<file path="config.mk">
export PLATFORM = sky130hd
export DESIGN_NAME = muldiv_unit
export DESIGN_NICKNAME = d
export VERILOG_FILES = /design/src/rtl/md_pkg.sv /design/src/rtl/md_neg.sv /design/src/rtl/muldiv_unit.sv
export SDC_FILE = /design/constraint.sdc
export NUM_CORES = 1
export LEC_CHECK = 0
export CAP_MARGIN = 10
export CORE_ASPECT_RATIO = 1.5
export CORE_UTILIZATION = 54
export DETAILED_ROUTE_END_ITERATION = 10
export PLACE_DENSITY = 0.88
export SYNTH_ARGS = -nofsm -noshare
export SYNTH_HDL_FRONTEND = slang
export SYNTH_SLANG_ARGS = --single-unit
</file>
<file path="constraint.sdc">
create_clock -name clk -period 3.4 [get_ports clk]
set_clock_uncertainty 0.05 [all_clocks]
set_input_delay 0.68 -clock clk [delete_from_list [all_inputs] [get_ports clk]]
set_output_delay 0.68 -clock clk [all_outputs]
set_load 0.02 [all_outputs]
</file>
<file path="src/rtl/md_pkg.sv">
// Shared encodings and sizing helpers for the iterative multiply/divide unit.
package md_pkg;

    typedef enum logic [1:0] {
        MD_MULT  = 2'b00,
        MD_MULTU = 2'b01,
        MD_DIV   = 2'b10,
        MD_DIVU  = 2'b11
    } md_op_e;

    typedef enum logic [1:0] {
        ST_IDLE = 2'b00,
        ST_RUN  = 2'b01,
        ST_FIX  = 2'b10
    } md_state_e;

    localparam int unsigned MD_DEFAULT_WIDTH = 32;

    // Iteration counter width; it counts WIDTH-1 down to 0.
    function automatic int unsigned md_cnt_width(input int unsigned width);
        return (width < 2) ? 1 : $clog2(width);
    endfunction

endpackage

</file>
<file path="src/rtl/md_neg.sv">
// Conditional two's-complement negate of a W-bit value.
module md_neg #(
    parameter int unsigned W = 32
) (
    input  logic [W-1:0] x_i,
    input  logic         neg_i,
    output logic [W-1:0] y_c
);

    assign y_c = neg_i ? (W'(0) - x_i) : x_i;

endmodule

</file>
<file path="src/rtl/muldiv_unit.sv">
// Iterative signed/unsigned multiply and divide over a shared 2*WIDTH accumulator,
// with a start/busy/done handshake and registered Hi/Lo results.
module muldiv_unit
    import md_pkg::*;
#(
    parameter int unsigned WIDTH = MD_DEFAULT_WIDTH
) (
    input  logic             clk,
    input  logic             reset,
    input  logic             start,
    input  logic [1:0]       op,
    input  logic [WIDTH-1:0] a,
    input  logic [WIDTH-1:0] b,
    output logic             busy,
    output logic             done,
    output logic [WIDTH-1:0] hi,
    output logic [WIDTH-1:0] lo,
    output logic             div_zero
);

    localparam int unsigned CW = md_cnt_width(WIDTH);
    localparam int unsigned W2 = 2 * WIDTH;

    md_state_e        state_q, state_d;
    logic [CW-1:0]    cnt_q, cnt_d;
    md_op_e           op_q, op_d;
    logic             sq_q, sq_d;
    logic             sr_q, sr_d;
    logic             dz_q, dz_d;
    logic [W2-1:0]    acc_q, acc_d;
    logic [WIDTH-1:0] opnd_q, opnd_d;
    logic             busy_q, busy_d;
    logic             done_q, done_d;
    logic             divz_q, divz_d;
    logic [WIDTH-1:0] hi_q, hi_d;
    logic [WIDTH-1:0] lo_q, lo_d;

    md_op_e           op_c;
    logic             signed_c;
    logic             is_div_c;
    logic             run_div_c;
    logic [WIDTH-1:0] a_mag_c;
    logic [WIDTH-1:0] b_mag_c;
    logic [WIDTH:0]   sum_c;
    logic [W2-1:0]    mul_next_c;
    logic [WIDTH:0]   trial_c;
    logic [WIDTH:0]   diff_c;
    logic             ge_c;
    logic [W2-1:0]    div_next_c;
    logic [W2-1:0]    prod_c;
    logic [WIDTH-1:0] quo_c;
    logic [WIDTH-1:0] rem_c;

    assign op_c      = md_op_e'(op);
    assign signed_c  = (op_c == MD_MULT) || (op_c == MD_DIV);
    assign is_div_c  = (op_c == MD_DIV) || (op_c == MD_DIVU);
    assign run_div_c = (op_q == MD_DIV) || (op_q == MD_DIVU);

    // Operand magnitudes; unsigned ops pass through untouched.
    md_neg #(.W(WIDTH)) u_neg_a (
        .x_i   (a),
        .neg_i (signed_c & a[WIDTH-1]),
        .y_c   (a_mag_c)
    );

    md_neg #(.W(WIDTH)) u_neg_b (
        .x_i   (b),
        .neg_i (signed_c & b[WIDTH-1]),
        .y_c   (b_mag_c)
    );

    // Shift-add step: conditionally add multiplicand to upper half, shift right.
    assign sum_c      = {1'b0, acc_q[W2-1:WIDTH]} + (acc_q[0] ? {1'b0, opnd_q} : (WIDTH+1)'(0));
    assign mul_next_c = {sum_c, acc_q[WIDTH-1:1]};

    // Restoring step: upper half is the remainder, lower half shifts dividend out / quotient in.
    assign trial_c    = {acc_q[W2-1:WIDTH], acc_q[WIDTH-1]};
    assign diff_c     = trial_c - {1'b0, opnd_q};
    assign ge_c       = ~diff_c[WIDTH];
    assign div_next_c = {(ge_c ? diff_c[WIDTH-1:0] : trial_c[WIDTH-1:0]), acc_q[WIDTH-2:0], ge_c};

    md_neg #(.W(W2)) u_neg_prod (
        .x_i   (acc_q),
        .neg_i (sq_q),
        .y_c   (prod_c)
    );

    md_neg #(.W(WIDTH)) u_neg_quo (
        .x_i   (acc_q[WIDTH-1:0]),
        .neg_i (sq_q),
        .y_c   (quo_c)
    );

    md_neg #(.W(WIDTH)) u_neg_rem (
        .x_i   (acc_q[W2-1:WIDTH]),
        .neg_i (sr_q),
        .y_c   (rem_c)
    );

    always_comb begin
        state_d = state_q;
        cnt_d   = cnt_q;
        op_d    = op_q;
        sq_d    = sq_q;
        sr_d    = sr_q;
        dz_d    = dz_q;
        acc_d   = acc_q;
        opnd_d  = opnd_q;
        busy_d  = busy_q;
        done_d  = 1'b0;
        divz_d  = 1'b0;
        hi_d    = hi_q;
        lo_d    = lo_q;

        unique case (state_q)
            ST_IDLE: begin
                if (start) begin
                    op_d   = op_c;
                    sq_d   = signed_c & (a[WIDTH-1] ^ b[WIDTH-1]);
                    sr_d   = signed_c & a[WIDTH-1];
                    busy_d = 1'b1;
                    acc_d  = {{WIDTH{1'b0}}, (is_div_c ? a_mag_c : b_mag_c)};
                    opnd_d = is_div_c ? b_mag_c : a_mag_c;
                    if (is_div_c && (b == '0)) begin
                        dz_d    = 1'b1;
                        cnt_d   = '0;
                        state_d = ST_FIX;
                    end else begin
                        dz_d    = 1'b0;
                        cnt_d   = CW'(WIDTH - 1);
                        state_d = ST_RUN;
                    end
                end
            end
            ST_RUN: begin
                acc_d = run_div_c ? div_next_c : mul_next_c;
                if (cnt_q == '0) begin
                    state_d = ST_FIX;
                end else begin
                    cnt_d = cnt_q - CW'(1);
                end
            end
            ST_FIX: begin
                state_d = ST_IDLE;
                busy_d  = 1'b0;
                done_d  = 1'b1;
                dz_d    = 1'b0;
                if (dz_q) begin
                    divz_d = 1'b1;
                end else if (run_div_c) begin
                    hi_d = rem_c;
                    lo_d = quo_c;
                end else begin
                    {hi_d, lo_d} = prod_c;
                end
            end
            default: begin
                state_d = ST_IDLE;
                busy_d  = 1'b0;
            end
        endcase
    end

    always_ff @(posedge clk or negedge reset) begin
        if (!reset) begin
            state_q <= ST_IDLE;
            cnt_q   <= '0;
            op_q    <= MD_MULT;
            sq_q    <= 1'b0;
            sr_q    <= 1'b0;
            dz_q    <= 1'b0;
            acc_q   <= '0;
            opnd_q  <= '0;
            busy_q  <= 1'b0;
            done_q  <= 1'b0;
            divz_q  <= 1'b0;
            hi_q    <= '0;
            lo_q    <= '0;
        end else begin
            state_q <= state_d;
            cnt_q   <= cnt_d;
            op_q    <= op_d;
            sq_q    <= sq_d;
            sr_q    <= sr_d;
            dz_q    <= dz_d;
            acc_q   <= acc_d;
            opnd_q  <= opnd_d;
            busy_q  <= busy_d;
            done_q  <= done_d;
            divz_q  <= divz_d;
            hi_q    <= hi_d;
            lo_q    <= lo_d;
        end
    end

    assign busy     = busy_q;
    assign done     = done_q;
    assign div_zero = divz_q;
    assign hi       = hi_q;
    assign lo       = lo_q;

endmodule

</file>
---- After elaboration in Yosys (flattened, before gate mapping) ----
Cells that the tools add are included.
word-level totals
  register bits after elaboration ......... 175
  bits of input ports ..................... 69
cells by class
  add/subtract/negate cells ............... 8
  equality and inequality tests ........... 9
  mux-type cells .......................... 30
  bitwise gates (word level) .............. 7
  reductions and logical operators ........ 17
operators with widths
  cell                     number
  $mux W32                 10
  $mux W64                 3
  $pmux W64 S2             1
  $sub A1 B32 Y32 const A  4
  $sub A1 B64 Y64 const A  1
  $add A32 B32 Y33         1
  $sub A33 B32 Y33         1
  $logic_not A32 Y1        1
  $mux W5                  3
  $reduce_and A2 Y1        6
  $eq A2 B2 Y1 const B     5
  $pmux W5 S2              1
  $mux W1                  6
  $mux W2                  3
  $ne A2 B2 Y1 const B     3
  $logic_not A5 Y1         1
  $sub A5 B1 Y5 const B    1
  $logic_not A2 Y1         2
  $pmux W1 S2              2
  $pmux W2 S2              1
  $reduce_bool A2 Y1       2
  $and A1 B1 Y1            3
  $logic_or A1 B1 Y1       3
  $not A1 Y1               3
  other kinds (4)          4

---- Logic depth before layout (Yosys ltp) ----
Gate-level depths: netlist of run 1.
  depth after elaboration ................. 7
  depth in mapped cells ................... 14

---- Cells and area by module ----
A second synthesis of run 1 with hierarchy kept.
second synthesis, totals
  cell total of the unflattened synthesis .. 2087
  area total of the unflattened synthesis .. 17166.5 um2
modules (own cells, without submodules)
  module                 instances  cells an instance  area each (um2)
  muldiv_unit            1          1457               12644.6
  md_neg at u_neg_a ...  4          108                767.0
  md_neg at u_neg_prod   1          198                1453.9

---- Worst setup path before layout of run 1 ----
Ideal clock, no wire load.
  kind .................................... register to register
  start point ............................. register acc_q[31]
  end point ............................... register acc_q[63]
  arrival ................................. 3.033 ns
  data required time ...................... 3.228 ns
  path slack .............................. 0.195 ns
  cell stages (with the launch flop) ...... 14
  buffers on the path ..................... 1
  clock period less this slack ............ 3.205 ns
  cell sequence ........................... dfrtp_1 -> inv_1 -> ha_1 -> fa_1 -> nand2b_1 -> a21oi_1 -> nor4_1 -> or3_1 -> a211oi_2 -> o21a_1 -> buf_2 -> nor2_4 -> or3_1 -> a32o_1
between the ends
  cells in the longest elaborated chain, start to end .. 4
RTL lines
  item                    RTL line            text
  start, declared         muldiv_unit.sv:30   logic [W2-1:0] acc_q, acc_d;
  start signal, assigned  muldiv_unit.sv:172  acc_q <= '0;
  start signal, assigned  muldiv_unit.sv:186  acc_q <= acc_d;
  $sub A33 B32 Y33        muldiv_unit.sv:78   assign diff_c = trial_c - {1'b0, opnd_q};
  $mux W32                muldiv_unit.sv:80   assign div_next_c = {(ge_c ? diff_c[WIDTH-1:0] : trial_c[WIDTH-1:0]), acc_q[WIDTH-2:0], ge_c};
  $mux W64                muldiv_unit.sv:136  acc_d = run_div_c ? div_next_c : mul_next_c;
  $pmux W64 S2            muldiv_unit.sv:115  unique case (state_q)
No other way between the ends.
A chain may end at the register's enable or synchronous reset.

---- Worst setup path in the final report of run 1 ----
  start point ............................. register acc_q[32]
  end point ............................... register acc_q[61]
between the ends
  cells in the longest elaborated chain, start to end .. 4
RTL lines
  item              RTL line
  $sub A33 B32 Y33  muldiv_unit.sv:78
  $mux W32          muldiv_unit.sv:80
  $mux W64 *        muldiv_unit.sv:136
  $pmux W64 S2 *    muldiv_unit.sv:115
Every way passes the cells marked *; elsewhere a longest branch is shown, timed or not.

==> out/qor.yml, run 1 <==
die:
  initial_utilization_pct: 55.44
  rows: 72
  ios: 136
  die_area_um2: 27310
  die_h_um: 201.9
  die_w_um: 135.3
  core-area_um2: 25940
routing:
  ant_nets: 0
  wl_per_cell_um: 20.57
  detail_route.wirelength_um: 50040
  drtIter0Drc: 1473
  routed_via_density: 6.310
  firstDrtPassIters: 9
  vias: 15350
  drc: 0
place:
  io_buffer_count: 135
  routabilityCongestion: 0.9913
  pre_cts_slack_ns: -0.2654
  dpl.cell_count: 2393
  dp.final_hpwl_um: 37660
logic_synthesis:
  synth_edf_count: 0
  yosysWarnings: 0
  ys_seq_area_share_pct: 30.27
  ys.flop_type: "dfrtp_1"
  synth-async-reset-ratio_pct: 100.0
  syn_nets: 1965
  ys_ff_latch: 174
  syn_area_per_cell_um2: 7.886
  netlist_instances: 1824
  netlist_area_um2: 14380
  synth_cell_types: 84
clocking:
  root_buffer: "clkbuf_16"
  insertion_delay_ns: 0.47
  cts_buffer_depth: 2
  path_clk_slew_ns: 0.08
  tritoncts: "done"
  clock_sinks: 174
  cts_buffers: 17
  htreeDepth: 4
  cts-hold-fix-buffers: 0
sta:
  hold_viol: 0
  tightest_slew_ns: 0.8719
  finalWorstSetupSlack_ns: 0.06227
  fin_crit_ns: 3.338
  setup_violations: 0
  fmax_ghz: 0.2996
  fin_crit_sh_pct: 98.17
  rsz0062_at_grt: "yes"
  slew_headroom_pct: 41.87
  final-max-slew-violation-count: 0
  setup_tns_ns: 0
final_layout:
  antenna_cells: 0
  final_nets: 2228
  multi_input_area_um2: 9574
  fillers: 2035
  fin_util_pct: 70.01
  drive_gt1_share_pct: 14.95
  area.growth.synth_to_final_pct: 26.28
  regArea_um2: 4355
  layout.cells.non_filler: 2433
global_route:
  grt_overflow: 0
  busiest_layer: "met2"
  antenna_found_initial: 0
  met2_usage_pct: 65.38
  grtUsageTotal_pct: 37.22
  grt_pass1_wl_um: 78030
  grtUsageMet1_pct: 38.86
  grt_pass1_vias: 15300
  grt_use_met3_pct: 6.270
  grt_max_degree: 90
critical_path:
  crit_type: "reg -> reg"
  startpoint_type: "register"
  required_ns: 3.71
  cp-end-kind: "register"
  path_max_fanout: 5
  crit_arrival_ns: 3.65
power_and_ir_drop:
  power.leakage_nw: 8.086
  p_per_area_nw_per_um2: 1188
  ir_drop_mv: 0.6289
min_path:
  min_path_type: "in -> async"
run:
  drv_cap: 0
outcome:
  outcome: "complete, no violations"
synthesized netlist by cell type (21+ instances only):
master	instances	area share, %
nand2_1	225	5.9
o21ai_0	213	7.4
dfrtp_1	174	30
nor2_1	172	4.5
a21oi_1	146	5.1
clkbuf_1	88	2.3
xor2_1	87	5.3
xnor2_1	83	5.1
ha_1	70	6.1
inv_1	67	1.7
mux2i_1	62	4.3
nor3_1	38	1.3
nand3_1	30	1.0
a21o_1	25	1.3
a31oi_1	24	1.0
nand2b_1	21	0.91
o211ai_1	21	1.1
cell usage in the layout, fill, tap and decap left out, types with 9 or more instances in the layout:
master / netlist / final
a211oi_1: 20 / 18
a21o_1: 25 / 25
a21oi_1: 146 / 142
a22oi_1: 15 / 15
a31oi_1: 24 / 23
and2_1: 9 / 10
buf_4: 2 / 202
clkbuf_16: 0 / 17
clkdlybuf4s50_1: 0 / 133
dfrtp_1: 174 / 173
ha_1: 70 / 68
inv_1: 67 / 66
mux2i_1: 62 / 61
nand2_1: 225 / 224
nand2b_1: 21 / 18
nand3_1: 30 / 29
nor2_1: 172 / 171
nor3_1: 38 / 35
o211ai_1: 21 / 21
o21ai_0: 213 / 206
o21ai_1: 15 / 22
o221ai_1: 9 / 9
o22a_1: 9 / 9
o31ai_1: 19 / 18
or3_1: 18 / 17
xnor2_1: 83 / 83
xor2_1: 87 / 87
metrics by stage:
step / total power, mW / hold WS (ns) / cell area [µm²]
global route: 22.89 / 0.1873 / 18160
CTS: 20.78 / 0.1614 / 17970
finish: 21.57 / 0.1360 / 18160
global placement: 18.05 / 0.4101 / 17310
detailed placement: 18.49 / 0.4174 / 17310
floorplan: 13.15 / 0.3344 / 14380
critical path, cell delays in order, from the launching register on:
cell and delay [ns]:
dfrtp_1 0.42, buf_4 0.17, ha_1 0.28, nor2b_1 0.15, o2111ai_1 0.31, a311o_1 0.29, nand3_1 0.14, a21oi_1 0.28
a21oi_1 0.21, a2111oi_2 0.34, a221oi_1 0.13, buf_4 0.16, o32ai_1 0.28
power breakdown:
part / switching, mW / internal [mW] / total, mW
combinational: 8.76 / 6.65 / 15.4
clock: 0.997 / 1.07 / 2.07
sequential: 0.965 / 3.12 / 4.09
total: 10.7 / 10.8 / 21.6
per-layer routing:
metal  up-vias  part of all wire, %
met5         -                    0
met4         0                  8.1
met3       263                  7.1
met2       827                   50
met1      7244                   35
li1       7018                    -
what timing repair did:
| item | CTS | global route |
|---|---|---|
| pin swaps | 4 | 10 |
| setup endpoints to repair | 17 | 41 |
| gates resized for setup | 12 | 36 |
| setup buffers | 2 | 6 |
state kept, by name, indices dropped and copies added (netlist names):
name	flops
opnd_q	32
sq_q	1
done	1
cnt_q	5
state_q	2
dz_q	1
hi	32
lo	32
op_q	1
acc_q	64
div_zero	1
busy	1
sr_q	1
cell type report:
class | instances | area share [%]
clock buffers | 18 | 2.418
inverters | 68 | 1.405
multi-input cells | 1483 | 52.71
flip-flops and latches | 174 | 23.98
clock inverters | 14 | 0.9093
repair buffers | 343 | 16.28
well taps | 333 | 2.294
kinds of logic (layout without fill, tap and decap cells):
group           after synthesis  after routing  synth area share (%)
xor+xnor                    170            170                 10.35
buf+inv                     167            443                 4.497
compound gates              577            577                 24.10
fa+ha+maj                    72             72                 6.367
simple gates                594            594                 19.47
flops                       174            174                 30.27
mux                          70             70                 4.941
path summary, 6_finish.rpt:
check                                            from                    end  slack [ns]  cells after the start
min in group clk                   hi[14]$_DFFE_PN0P_     hi[14]$_DFFE_PN0P_        0.42                      2
max in group asynchronous                       reset     hi[21]$_DFFE_PN0P_        2.29                      2
worst min register to register     hi[14]$_DFFE_PN0P_     hi[14]$_DFFE_PN0P_        0.42                      2
worst max-delay path            acc_q[32]$_DFFE_PN0P_  acc_q[61]$_DFFE_PN0P_        0.06                     12
worst min-delay path                            reset   cnt_q[3]$_DFFE_PN0P_        0.14                      1
worst max register to register  acc_q[32]$_DFFE_PN0P_  acc_q[61]$_DFFE_PN0P_        0.06                     12
Power figures use the tool's default switching activity.
==> run 2: changes to the inputs <==
- CORE_ASPECT_RATIO: 1.5 -> not set
- CORE_MARGIN: not set -> 5
==> out/qor.yml, run 2 (same netlist as run 1, synthesis figures left out) <==
critical_path:
  cp-end-kind: "register"  # unchanged
  reg2reg_slack_ns: 0.06  # about the same
  startpoint_type: "register"  # unchanged
  ff2ff_path_depth: 14  # was 12
  reg2reg_from: "opnd_q[0]$_DFFE_PN0P_"  # was acc_q[32]$_DFFE_PN0P_
  crit_type: "reg -> reg"  # unchanged
  path_max_fanout: 13  # was 5
  crit_arrival_ns: 3.56  # was 3.65 ns
  required_ns: 3.62  # was 3.71 ns
  rr_endpoint: "acc_q[53]$_DFFE_PN0P_"  # was acc_q[61]$_DFFE_PN0P_
global_route:
  grt_max_degree: 109  # was 90
  antenna_found_initial: 0  # unchanged
  grt_pass1_vias: 14650  # was 15300
  grt_overflow: 0  # unchanged
  grt_use_met3_pct: 5.349  # was 6.270%
  met2_usage_pct: 51.24  # was 65.38%
  grtUsageMet1_pct: 41.87  # was 38.86%
  grtUsageTotal_pct: 31.41  # was 37.22%
  grt_pass1_wl_um: 77050  # was 78030 µm
  busiest_layer: "met2"  # unchanged
final_layout:
  final_cell_mix: "nand2_1, o21ai_0, buf_4, dfrtp_1, nor2_1"  # unchanged
  fin_area_um2: 18050  # was 18160 µm²
  final_nets: 2212  # was 2228
  largest_reg_flops: 64  # unchanged
  fillers: 2053  # was 2035
  drive_gt1_share_pct: 14.20  # was 14.95%
  area.growth.synth_to_final_pct: 25.51  # was 26.28%
  top_register: "acc_q"  # unchanged
  layout_commonest_cell: "nand2_1"  # unchanged
die:
  die_h_um: 173.2  # was 201.9 µm
  ios: 136  # unchanged
  initial_utilization_pct: 55.04  # was 55.44%
  die_area_um2: 30000  # was 27310 µm²
  rows: 59  # was 72
  core-area_um2: 26130  # was 25940 µm²
  die_w_um: 173.2  # was 135.3 µm
power_and_ir_drop:
  ir_drop_mv: 0.6100  # was 0.6289 mV
  power_mw: 21.27  # was 21.57 mW
  p_per_area_nw_per_um2: 1178  # was 1188 nW/µm²
  power.leakage_nw: 8.023  # was 8.086 nW
clocking:
  clock_sinks: 174  # unchanged
  cts_buffer_depth: 2  # unchanged
  tritoncts: "done"  # unchanged
  cts-hold-fix-buffers: 0  # unchanged
  htreeDepth: 4  # unchanged
  cts_buffers: 17  # unchanged
  path_clk_slew_ns: 0.08  # about the same
  root_buffer: "clkbuf_16"  # unchanged
  insertion_delay_ns: 0.44  # was 0.47 ns
sta:
  fin_crit_ns: 3.341  # was 3.338 ns
  tightest_slew_ns: 1.187  # was 0.8719 ns
  fin_crit_sh_pct: 98.25  # was 98.17%
  hold_viol: 0  # unchanged
  whs_ns: 0.1895  # was 0.1360 ns
  setup_violations: 0  # unchanged
  final-max-slew-violation-count: 0  # unchanged
  slew_headroom_pct: 20.87  # was 41.87%
  setup_tns_ns: 0  # unchanged
  fmax_ghz: 0.2994  # was 0.2996 GHz
routing:
  firstDrtPassIters: 6  # was 9
  detail_route.wirelength_um: 48750  # was 50040 µm
  vias: 15110  # was 15350
  drc: 0  # unchanged
  wl_per_cell_um: 20.13  # was 20.57 µm
  drtIter0Drc: 1824  # was 1473
  routed_via_density: 6.243  # was 6.310
  ant_nets: 0  # unchanged
run:
  drv_cap: 0  # unchanged
place:
  routabilityCongestion: 1.007  # was 0.9913
  dpl-instance-area_um2: 17220  # was 17310 µm²
  io_buffer_count: 135  # unchanged
  dp.final_hpwl_um: 37880  # was 37660 µm
outcome:
  outcome: "complete, no violations"  # unchanged
min_path:
  min_path_type: "in -> async"  # unchanged
[run 2: cell types whose count changed in the layout (fill, tap and decap cells not counted), sizes merged]
| cell | before | now |
|---|---|---|
| clkinv | 3 | 7 |
| diode | 0 | 2 |
| clkbuf | 18 | 17 |
| clkinvlp | 1 | 0 |
| bufinv | 1 | 0 |
| buf | 210 | 194 |
| inv | 77 | 76 |
[run 2: cell type report]
| cell class | count | area [µm²] | share of cell area, % |
|---|---|---|---|
| inverter | 68 | 257.7 | 1.428 |
| timing repair buffer | 327 | 2867 | 15.88 |
| multi-input combinational | 1483 | 9542 | 52.85 |
| clock buffer | 17 | 425.4 | 2.356 |
| clock inverter | 15 | 181.4 | 1.005 |
| antenna | 2 | 5.005 | 0.02772 |
| tap | 335 | 419.2 | 2.322 |
| sequential | 174 | 4357 | 24.13 |
[run 2: metal layers]
layer  vias up  share of wire [%]
met5         -                  0
li1       7001                  -
met4         0                3.6
met2       836                 46
met3       127                9.9
met1      7150                 40
[run 2: repair_timing]
action / CTS / global route
hold endpoints to repair: 0 / 0
resized for setup: 11 / 30
setup buffers: 3 / 2
endpoints found under the setup margin: 15 / 42
pin swaps: 5 / 12
gates cloned: 0 / 0
[run 2: worst max-delay path, stage by stage, from the launching register on]
cell,delay (ns)
dfrtp_1,0.39
buf_4,0.15
ha_4,0.16
fa_2,0.36
nand2b_4,0.16
a21oi_4,0.14
nor4_2,0.07
or3_4,0.39
a211oi_4,0.30
nor3_4,0.11
buf_6,0.14
nor2_4,0.18
buf_12,0.20
mux2i_1,0.22
o221ai_1,0.14
[run 2: metrics by stage]
stage	worst slack [ns]	util [%]	instances
floorplan	0.1952	-	1824
global placement	-0.1175	65.91	2382
detailed placement	-0.2715	65.91	2382
CTS	0.01652	68.50	2417
global route	-0.02476	69.07	2419
finish	0.05946	69.08	2421
[run 2: report_power, final]
part | switching, mW | internal (mW) | leakage (nW)
Combinational | 8.66 | 6.52 | 5.59
Sequential | 0.932 | 3.12 | 2.14
Clock | 1.03 | 1.01 | 0.296
[run 2: how the worst max path moves through the flow]
stage,from,to,slack [ns],cells after the start
floorplan,acc_q[31]$_DFFE_PN0P_,acc_q[63]$_DFFE_PN0P_,0.20,13
global placement,a[1],acc_q[28]$_DFFE_PN0P_,-0.12,11
detailed placement,a[1],acc_q[24]$_DFFE_PN0P_,-0.27,12
CTS,opnd_q[0]$_DFFE_PN0P_,acc_q[33]$_DFFE_PN0P_,0.02,14
global route,acc_q[0]$_DFFE_PN0P_,acc_q[62]$_DFFE_PN0P_,-0.02,16
finish,opnd_q[0]$_DFFE_PN0P_,acc_q[53]$_DFFE_PN0P_,0.06,14
